File: config.mk
export PLATFORM = sky130hd
export DESIGN_NAME = fm_sb_init_seq
export DESIGN_NICKNAME = d
export VERILOG_FILES = /design/src/rtl/fm_sb_init_seq_pkg.sv /design/src/rtl/fm_sb_init_seq_addr_gen.sv /design/src/rtl/fm_sb_init_seq.sv
export SDC_FILE = /design/constraint.sdc
export NUM_CORES = 1
export LEC_CHECK = 0
export ABC_AREA = 1
export CAP_MARGIN = 20
export CORE_MARGIN = 2
export CORE_UTILIZATION = 37
export DETAILED_ROUTE_END_ITERATION = 12
export PLACE_DENSITY_LB_ADDON = 0.05
export REMOVE_ABC_BUFFERS = 1
export SYNTH_ARGS = -nofsm -noshare
export SYNTH_HDL_FRONTEND = slang
export SYNTH_HIERARCHICAL = 1
export SYNTH_SLANG_ARGS = --single-unit
File: constraint.sdc
create_clock -name axi_clk -period 2 [get_ports axi_clk]
set_input_delay 0.2 -clock axi_clk [delete_from_list [all_inputs] [get_ports axi_clk]]
set_output_delay 0.2 -clock axi_clk [all_outputs]
set_load 0.005 [all_outputs]
File: src/rtl/fm_sb_init_seq_pkg.sv
// fm_sb_pkg: shared types and defaults for the spy-memory initialisation sequencer.
package fm_sb_pkg;

    // Sequencer states.
    typedef enum logic [1:0] {
        ST_IDLE    = 2'd0,
        ST_QUIESCE = 2'd1,
        ST_CLEAR   = 2'd2,
        ST_DONE    = 2'd3
    } init_state_e;

    // Cycles freeze is held before the first clear write.
    localparam int unsigned QUIESCE_CYC_DEF = 4;

    // Word written to every spy-memory location.
    localparam logic [31:0] INIT_PATTERN_DEF = '0;

    // Width of a counter holding 0..n-1, never less than one bit.
    function automatic int unsigned idx_width(input int unsigned n);
        return (n > 1) ? $clog2(n) : 1;
    endfunction

endpackage

File: src/rtl/fm_sb_init_seq_addr_gen.sv
// fm_sb_init_addr_gen: shared write address / buffer index counter pair.
// Stalls on adv_i low, wraps the address, steps to the next buffer without a
// bubble and flags the final word. With FM_SB_INIT_SKIP_MASK_EN defined, buffers
// set in the mask captured at load are stepped over.
module fm_sb_init_addr_gen
    import fm_sb_pkg::*;
#(
    parameter int unsigned SB_N   = 64,
    parameter int unsigned ADDR_W = 10,
    parameter int unsigned IDX_W  = idx_width(SB_N)
) (
    input  logic              clk_i,
    input  logic              rst_i,
    input  logic              load_i,
    input  logic              adv_i,
`ifdef FM_SB_INIT_SKIP_MASK_EN
    input  logic [SB_N-1:0]   skip_mask_i,
`endif
    output logic [ADDR_W-1:0] addr_o,
    output logic [IDX_W-1:0]  idx_o,
    output logic [IDX_W-1:0]  idx_next_o,
    output logic              last_o,
    output logic              none_o
);

    logic [ADDR_W-1:0] addr_q, addr_d;
    logic [IDX_W-1:0]  idx_q, idx_d;
    logic [IDX_W-1:0]  first_idx;
    logic [IDX_W-1:0]  succ_idx;
    logic              has_succ;
    logic              addr_end;

    assign addr_end = &addr_q;

`ifdef FM_SB_INIT_SKIP_MASK_EN
    logic [SB_N-1:0] mask_q, mask_d;
    logic            first_found;

    // Lowest unmasked buffer in the incoming mask, taken when a sequence starts.
    always_comb begin
        first_idx   = '0;
        first_found = 1'b0;
        for (int unsigned i = 0; i < SB_N; i++) begin
            if (!skip_mask_i[i] && !first_found) begin
                first_idx   = IDX_W'(i);
                first_found = 1'b1;
            end
        end
    end

    // Nearest unmasked buffer above the current one.
    always_comb begin
        succ_idx = idx_q;
        has_succ = 1'b0;
        for (int unsigned i = 0; i < SB_N; i++) begin
            if (i > 32'(idx_q) && !mask_q[i] && !has_succ) begin
                succ_idx = IDX_W'(i);
                has_succ = 1'b1;
            end
        end
    end

    assign none_o = &mask_q;
`else
    assign first_idx = '0;
    assign succ_idx  = idx_q + IDX_W'(1);
    assign has_succ  = (idx_q != IDX_W'(SB_N - 1));
    assign none_o    = 1'b0;
`endif

    // Next address/index: reload on start, otherwise step on each accepted write.
    always_comb begin
        addr_d = addr_q;
        idx_d  = idx_q;
`ifdef FM_SB_INIT_SKIP_MASK_EN
        mask_d = mask_q;
`endif
        if (load_i) begin
            addr_d = '0;
            idx_d  = first_idx;
`ifdef FM_SB_INIT_SKIP_MASK_EN
            mask_d = skip_mask_i;
`endif
        end else if (adv_i) begin
            addr_d = addr_q + ADDR_W'(1);
            if (addr_end && has_succ) begin
                idx_d = succ_idx;
            end
        end
    end

    // Counter registers.
    always_ff @(posedge clk_i or posedge rst_i) begin
        if (rst_i) begin
            addr_q <= '0;
            idx_q  <= '0;
`ifdef FM_SB_INIT_SKIP_MASK_EN
            mask_q <= '0;
`endif
        end else begin
            addr_q <= addr_d;
            idx_q  <= idx_d;
`ifdef FM_SB_INIT_SKIP_MASK_EN
            mask_q <= mask_d;
`endif
        end
    end

    assign addr_o     = addr_q;
    assign idx_o      = idx_q;
    assign idx_next_o = idx_d;
    assign last_o     = addr_end & ~has_succ;

endmodule

File: src/rtl/fm_sb_init_seq.sv
// fm_sb_init_seq: spy-memory initialisation sequencer.
// On a rising edge of init_spy_mem it freezes every buffer, waits QUIESCE_CYC
// cycles, then writes INIT_PATTERN to every word of every buffer through one
// shared write port. Optional macro FM_SB_INIT_SKIP_MASK_EN adds skip_mask.
module fm_sb_init_seq
    import fm_sb_pkg::*;
#(
    parameter int unsigned       SB_N         = 64,
    parameter int unsigned       ADDR_W       = 10,
    parameter int unsigned       DATA_W       = 32,
    parameter int unsigned       QUIESCE_CYC  = QUIESCE_CYC_DEF,
    parameter logic [DATA_W-1:0] INIT_PATTERN = DATA_W'(INIT_PATTERN_DEF),
    localparam int unsigned      IDX_W        = idx_width(SB_N)
) (
    input  logic              axi_clk,
    input  logic              axi_reset,
    input  logic              init_spy_mem,
    input  logic [SB_N-1:0]   freeze_in,
`ifdef FM_SB_INIT_SKIP_MASK_EN
    input  logic [SB_N-1:0]   skip_mask,
`endif
    output logic [SB_N-1:0]   freeze_out,
    output logic [SB_N-1:0]   mem_we,
    output logic [ADDR_W-1:0] mem_addr,
    output logic [DATA_W-1:0] mem_wdata,
    input  logic              mem_wr_ready,
    output logic              init_busy,
    output logic              init_done,
    output logic [IDX_W-1:0]  init_sb_idx
);

    localparam int unsigned QW = idx_width(QUIESCE_CYC);

    init_state_e       state_q, state_d;
    logic              init_prev_q;
    logic [QW-1:0]     qcnt_q, qcnt_d;
    logic [SB_N-1:0]   we_q, we_d;
    logic              busy_q, busy_d;
    logic              done_q, done_d;

    logic              start;
    logic              adv;
    logic [IDX_W-1:0]  idx;
    logic [IDX_W-1:0]  idx_next;
    logic              last_word;
    logic              none_left;

    assign start = init_spy_mem & ~init_prev_q &
                   ((state_q == ST_IDLE) | (state_q == ST_DONE));
    assign adv   = (state_q == ST_CLEAR) & mem_wr_ready;

    fm_sb_init_addr_gen #(
        .SB_N   (SB_N),
        .ADDR_W (ADDR_W),
        .IDX_W  (IDX_W)
    ) u_addr_gen (
        .clk_i       (axi_clk),
        .rst_i       (axi_reset),
        .load_i      (start),
        .adv_i       (adv),
`ifdef FM_SB_INIT_SKIP_MASK_EN
        .skip_mask_i (skip_mask),
`endif
        .addr_o      (mem_addr),
        .idx_o       (idx),
        .idx_next_o  (idx_next),
        .last_o      (last_word),
        .none_o      (none_left)
    );

    // Next state and registered outputs; the strobe follows the index the
    // counter pair will hold after this edge so it stays bubble-free.
    always_comb begin
        state_d = state_q;
        qcnt_d  = qcnt_q;
        we_d    = we_q;
        busy_d  = busy_q;
        done_d  = done_q;
        unique case (state_q)
            ST_IDLE, ST_DONE: begin
                if (start) begin
                    state_d = ST_QUIESCE;
                    qcnt_d  = '0;
                    we_d    = '0;
                    busy_d  = 1'b1;
                    done_d  = 1'b0;
                end
            end
            ST_QUIESCE: begin
                qcnt_d = qcnt_q + QW'(1);
                if (qcnt_q == QW'(QUIESCE_CYC - 1)) begin
                    if (none_left) begin
                        state_d = ST_DONE;
                        busy_d  = 1'b0;
                        done_d  = 1'b1;
                    end else begin
                        state_d = ST_CLEAR;
                        we_d    = SB_N'(1) << idx_next;
                    end
                end
            end
            ST_CLEAR: begin
                if (mem_wr_ready) begin
                    if (last_word) begin
                        state_d = ST_DONE;
                        we_d    = '0;
                        busy_d  = 1'b0;
                        done_d  = 1'b1;
                    end else begin
                        we_d = SB_N'(1) << idx_next;
                    end
                end
            end
            default: begin
                state_d = ST_IDLE;
                we_d    = '0;
                busy_d  = 1'b0;
            end
        endcase
    end

    // State, edge-detect and output registers.
    always_ff @(posedge axi_clk or posedge axi_reset) begin
        if (axi_reset) begin
            state_q     <= ST_IDLE;
            init_prev_q <= 1'b1;
            qcnt_q      <= '0;
            we_q        <= '0;
            busy_q      <= 1'b0;
            done_q      <= 1'b0;
        end else begin
            state_q     <= state_d;
            init_prev_q <= init_spy_mem;
            qcnt_q      <= qcnt_d;
            we_q        <= we_d;
            busy_q      <= busy_d;
            done_q      <= done_d;
        end
    end

    assign freeze_out  = freeze_in | {SB_N{busy_q}};
    assign mem_we      = we_q;
    assign mem_wdata   = INIT_PATTERN;
    assign init_busy   = busy_q;
    assign init_done   = done_q;
    assign init_sb_idx = idx;

endmodule

---- After elaboration in Yosys (flattened, before gate mapping) ----
Cells that the tools add are included.
cells by class
  add/subtract/negate cells ............... 3
  eq/ne operators ......................... 9
  shift-type cells ........................ 1
  multiplexer cells ....................... 25
  bitwise logic cells ..................... 9
  reduce and logical (&&, ||, !) cells .... 10
operators with widths
  operator                                                                count
  64-bit two-way mux                                                      4
  64-bit one-hot mux with 3 select lines                                  1
  64-bit bitwise OR                                                       1
  1-bit by 6-bit << shifter with 64-bit output (first input constant)     1
  10-bit two-way mux                                                      2
  6-bit two-way mux                                                       3
  10-bit by 1-bit adder with 10-bit output (second input constant)        1
  2-bit two-way mux                                                       5
  10-bit AND reduction                                                    1
  2-bit inequality test (second input constant)                           4
  4-bit AND reduction                                                     2
  6-bit by 1-bit adder with 6-bit output (second input constant)          1
  2-bit equality test (second input constant)                             3
  1-bit two-way mux                                                       6
  6-bit inequality test (second input constant)                           1
  2-bit one-hot mux with 3 select lines                                   1
  1-bit AND                                                               4
  1-bit one-hot mux with 2 select lines                                   2
  2-bit one-hot mux with 2 select lines                                   1
  2-bit nonzero test                                                      2
  1-bit inverter                                                          3
  3-bit AND reduction                                                     1
  2-bit by 1-bit adder with 2-bit output (second input constant)          1
  2-bit by 1-bit equality test with 1-bit output (second input constant)  1
  5 further kinds                                                         5
storage, ports and cells
  register bits ........................... 87
  bits of input ports ..................... 68

---- Logic depth before layout (Yosys ltp) ----
  word-level depth ........................ 9
  mapped depth ............................ 17
  gate-level depth less buffers ........... 16

---- Modules after synthesis ----
The synthesis kept the hierarchy.
by module, submodules not included
  module               times used  cells an instance  area each (um2)  seq. area each (um2)
  fm_sb_init_seq       1           501                3977.6           1778.0
  fm_sb_init_addr_gen  1           120                897.1            400.4

---- Worst setup path before layout ----
No wires, ideal clock.
  path kind ............................... register to register
  from .................................... register state_q[0]
  to ...................................... register we_q[30] (netlist: mem_we[30])
  library setup time ...................... 0.065 ns
  arrival ................................. 2.161 ns
  required time ........................... 1.935 ns
  setup slack ............................. -0.226 ns
  stages on the path, launching flop included .. 16
  path buffers ............................ 2
  clock period less this slack ............ 2.226 ns
  cell sequence ........................... dfrtp_1 > inv_1 > ha_1 > inv_1 > nor2_1 > inv_1 > clkbuf_1 > o21ai_1 > nor2_1 > buf_2 > inv_1 > nor2_1 > nand3_1 > nor2_1 > nand3_1 > nand2_1
on the way
  cells in the longest elaborated chain, start to end .. 8
  elaborated cells on any way between the ends .. 19
  those cells by class .................... 6 x eq/ne; 1 x shift; 6 x mux; 3 x bitwise; 3 x reduce/logical
ends and longest elaborated chain
  what                                                             RTL line                                     source
  start, declared                                                  fm_sb_init_seq.sv:34                         init_state_e state_q, state_d;
  start signal, assigned                                           fm_sb_init_seq.sv:132                        state_q <= state_d;
  2-bit equality test / 2-bit logical NOT (equally long branches)  fm_sb_init_seq.sv:49                         ((state_q == ST_IDLE) | (state_q == ST_DONE));
  1-bit bitwise OR *                                               fm_sb_init_seq.sv:49
  1-bit AND *                                                      fm_sb_init_seq.sv:48                         assign start = init_spy_mem & ~init_prev_q &
  named net start                                                  fm_sb_init_seq.sv:41                         logic start;
  6-bit two-way mux *                                              fm_sb_init_seq_addr_gen.sv:78                if (load_i) begin
  named net idx_next[1]                                            fm_sb_init_seq.sv:44                         logic [IDX_W-1:0] idx_next;
  1-bit by 6-bit << shifter with 64-bit output *                   fm_sb_init_seq.sv:98, fm_sb_init_seq.sv:110
  64-bit two-way mux                                               fm_sb_init_seq.sv:104                        if (last_word) begin
  64-bit two-way mux                                               fm_sb_init_seq.sv:103                        if (mem_wr_ready) begin
  64-bit one-hot mux with 3 select lines *                         fm_sb_init_seq.sv:79                         unique case (state_q)
  end signal, assigned                                             fm_sb_init_seq.sv:135                        we_q <= we_d;
  end, declared                                                    fm_sb_init_seq.sv:37                         logic [SB_N-1:0] we_q, we_d;
The timed path passes the listed nets; every way through them passes the cells marked *. The select of a mux whose other input is x is not followed.
A chain may end at the register's enable or synchronous reset.

---- Worst setup path after layout ----
  from .................................... register state_q[0]
  to ...................................... register we_q[27] (netlist: mem_we[27])
on the way
  cells in the longest elaborated chain, start to end .. 8
  elaborated cells on any way between the ends .. 19
  those cells by class .................... 6 x eq/ne; 1 x shift; 6 x mux; 3 x bitwise; 3 x reduce/logical
ends and longest elaborated chain
  what                                            RTL line                                     source
  2-bit equality test *                           fm_sb_init_seq.sv:50                         assign adv = (state_q == ST_CLEAR) & mem_wr_ready;
  1-bit AND *                                     fm_sb_init_seq.sv:50
  named net adv                                   fm_sb_init_seq.sv:42                         logic adv;
  6-bit two-way mux *                             fm_sb_init_seq_addr_gen.sv:84                end else if (adv_i) begin
  6-bit two-way mux *                             fm_sb_init_seq_addr_gen.sv:78
  named net idx_next[2]                           fm_sb_init_seq.sv:44
  1-bit by 6-bit << shifter with 64-bit output *  fm_sb_init_seq.sv:98, fm_sb_init_seq.sv:110
  64-bit two-way mux                              fm_sb_init_seq.sv:104
  64-bit two-way mux                              fm_sb_init_seq.sv:103
  64-bit one-hot mux with 3 select lines *        fm_sb_init_seq.sv:79
Marked as above.

==> impl_metrics.csv <==
group,metric,value,unit
outcome,outcome,"finished, violations left",
outcome,failed_checks,"setup timing",
cells_and_area,drive_gt1_share,27.5,%
drt,drc,0,
critical_path,required,2.23,ns
floorplanning,chipHeight,119,um
drt,dr.pass1.iters,5,
drt,via_per_inst,4.78,
floorplanning,die_area,14100,sq um
synthesis,yosysTopAreaCellShare,44.1,%
cells_and_area,final_nets,960,
timing,hold_viol_final,0,
synthesis,synth.cell_area,4870,sq um
synthesis,yosysWarnings,6,
worst_hold_path,hold_path_class,"in -> async",
synthesis,ys_ff_latch,87,
synthesis,synth_flop_cell,"dfrtp_1",
global_route,overflow,0,
critical_path,crit_arrival,2.40,ns
timing,fin_crit_sh,108,%
synthesis,yosysUniqueCellTypes,31,
drt,antenna_left,0,
timing,slew_headroom,54.4,%
cells_and_area,final_core_util,64.1,%
clock_network,numClockSinks,87,
critical_path,slowest_stage,"dfrtp_1",
floorplanning,rows,41,
critical_path,start_kind,"flop",
pwr,power_density,924,nW/um^2
drt,first_iter_violations,452,
synthesis,yosysMostFrequentCell,"nand2_1",
clock_network,clk_latency,0.34,ns
clock_network,cts_buffers,9,
critical_path,crit_top_cell,"nand2_1",
floorplanning,ios,246,
drt,wl_per_cell,15.9,um
global_route,track_usage,23.0,%
critical_path,slowest_delay,0.39,ns
drt,wl,17.0,mm
timing,fin_ws,-0.167,ns
floorplanning,start_util,38.3,%
clock_network,ctsHtreeMaxLevel,3,
placed_design,place_ws,-0.309,ns
clock_network,clkTransAtPathRegs,0.06,ns
timing,rsz0062_at_grt,"yes",
global_route,grt_pass1_wl,26.0,mm
floorplanning,fp.dieW,119,um
timing,final_max_slew_viol_count,0,
synthesis,async_reset_ff_share,100,%
synthesis,avgSynthCellArea,7.85,sq um
run,max-cap-violations,0,
global_route,grt_max_degree,72,
synthesis,synth_edf_count,0,
placed_design,portBuffers,213,
synthesis,ys_seq_area_share,44.7,%
critical_path,critical_path_class,"reg -> reg",
cells_and_area,area.growth.synth_to_final,67.4,%
floorplanning,core,12700,sq um
cells_and_area,antenna_cells_inserted,0,
synthesis,ys_top_cells_by_area,"dfrtp_1 (44%), nand2_1 (13%), nand3_1 (8.7%)",
timing,setup_violations,64,
placed_design,hpwl,11.7,mm
global_route,grt_pass1_vias,4826,
global_route,antenna_found_initial,0,
pwr,p_leak,3.84,nW
timing,post-route-min-period,2.17,ns
synthesis,synthCells,621,
clock_network,cts_tree,"yes",
critical_path,crit_path_end_kind,"flop",
synthesis,synth_common_cells,"nand2_1 (164), dfrtp_1 (86), nand3_1 (85), or2_2 (65), nor2_1 (52)",
clock_network,clockBufferDepth,2,
critical_path,cp_max_fo,8,
timing,clock_skew,0.00624,ns
timing,fmax,462,MHz
clock_network,root_buffer,"clkbuf_16",
placed_design,place.gp.congestion,0.863,
pwr,ir_drop,0.579,mV
critical_path,crit_chain,"inv_2, ha_2, nand2_1, inv_2, nand3_4, clkinv_4, buf_6, nand3_2, nand2_1, inv_1, nor2_1, buf_4, clkinvlp_4, nand4_1, nor2_2, nand3_1, nand2_1",
timing,tightest_slew,0.684,ns
clock_network,postCtsHoldBufs,0,
drt,via_count,5086,
synthesis,yosys.area.top_type,"dfrtp_1",
[repair_timing]
| action | in CTS | in global routing |
|---|---|---|
| cloned | 2 | 2 |
| setup buffers | 16 | 8 |
| pin swaps | 30 | 20 |
| endpoints found under the setup margin | 67 | 68 |
| resized for setup | 75 | 21 |
[worst paths after layout]
kind | start | end | slack (ns) | depth (start not counted)
worst min register to register | init_done | init_done | 0.47 | 2
min in group axi_clk | init_spy_mem | init_prev_q | 0.30 | 1
worst min-delay path | axi_reset | mem_we[38] | 0.25 | 3
max in group asynchronous | axi_reset | u_addr_gen/addr_o[2] | 1.25 | 2
worst max register to register | state_q[0] | mem_we[27] | -0.17 | 17
worst max-delay path | state_q[0] | mem_we[27] | -0.17 | 17
[flip-flops by register name, indices dropped and copies added, names as in the netlist]
register,count
state_q,2
u_addr_gen/idx_o,6
mem_we,64
init_busy,1
qcnt_q,2
init_prev_q,1
init_done,1
u_addr_gen/addr_o,10
[cell type report]
type | count | area, sq um
clock buffers | 11 | 253
clock inverters | 5 | 62.6
fillers | 1096 | 4560
inverters | 39 | 159
multi-input cells | 460 | 2470
flip-flops and latches | 87 | 2180
well taps | 172 | 215
repair buffers | 290 | 2820
[critical path: cells and delay by family (launching register included)]
family	cells	cell delay [ns]
buffers and inverters	7	0.72
flip-flops	1	0.39
AND/OR/NAND/NOR	9	0.77
adder cells (fa/ha/maj)	1	0.17
[cells by family after synthesis]
group | count (synthesis) | synth area share (%)
AOI/OAI and AO/OA | 20 | 2.10
and+or+nand+nor | 400 | 38.4
xor gates and xnor gates | 1 | 0.180
other | 2 | 0.154
buffers and inverters | 106 | 13.2
DFF | 87 | 44.7
adders and majority gates | 5 | 1.28
[per-stage QoR]
stage	power, mW	hold slack (ns)	TNS, ns	cell area (sq um)	instances
final	7.53	0.250	-6.17	8160	1064
after CTS	7.53	0.297	-5.10	7990	1054
after global placement	5.43	0.461	-13.21	7270	1020
after global routing	7.93	0.299	-16.69	8160	1064
after floorplan	3.63	0.114	-35.12	4500	585
after detailed placement	5.49	0.464	-16.48	7270	1020
[per-layer routing]
layer / GRT usage [%] / vias to the layer above / share of wire (%)
met5: 0 / - / 0
met1: 28.0 / 2428 / 40
met4: 7.14 / 0 / 1.8
met2: 40.7 / 205 / 52
met3: 4.68 / 23 / 6.2
li1: - / 2430 / -
[cell usage in the layout, fill, tap and decap left out, types with 8 or more instances in the layout]
master	n
nor2_4	16
inv_2	13
o21ai_0	8
or2_2	65
a21oi_1	8
nand4_1	10
nor2_2	26
nand2_1	163
dfrtp_1	86
clkdlybuf4s50_1	212
nand3_1	72
clkbuf_16	10
inv_1	22
buf_6	8
conb_1	33
nand3_2	9
nor2_1	18
buf_4	63
[power breakdown]
group          switching, mW  internal (mW)  leakage [nW]
Clock                  0.726           1.05         0.149
Sequential            0.0653           1.87          1.20
Combinational           2.04           1.80          2.49
Total                   2.83           4.71          3.84
(Power assumes the default switching activity.)
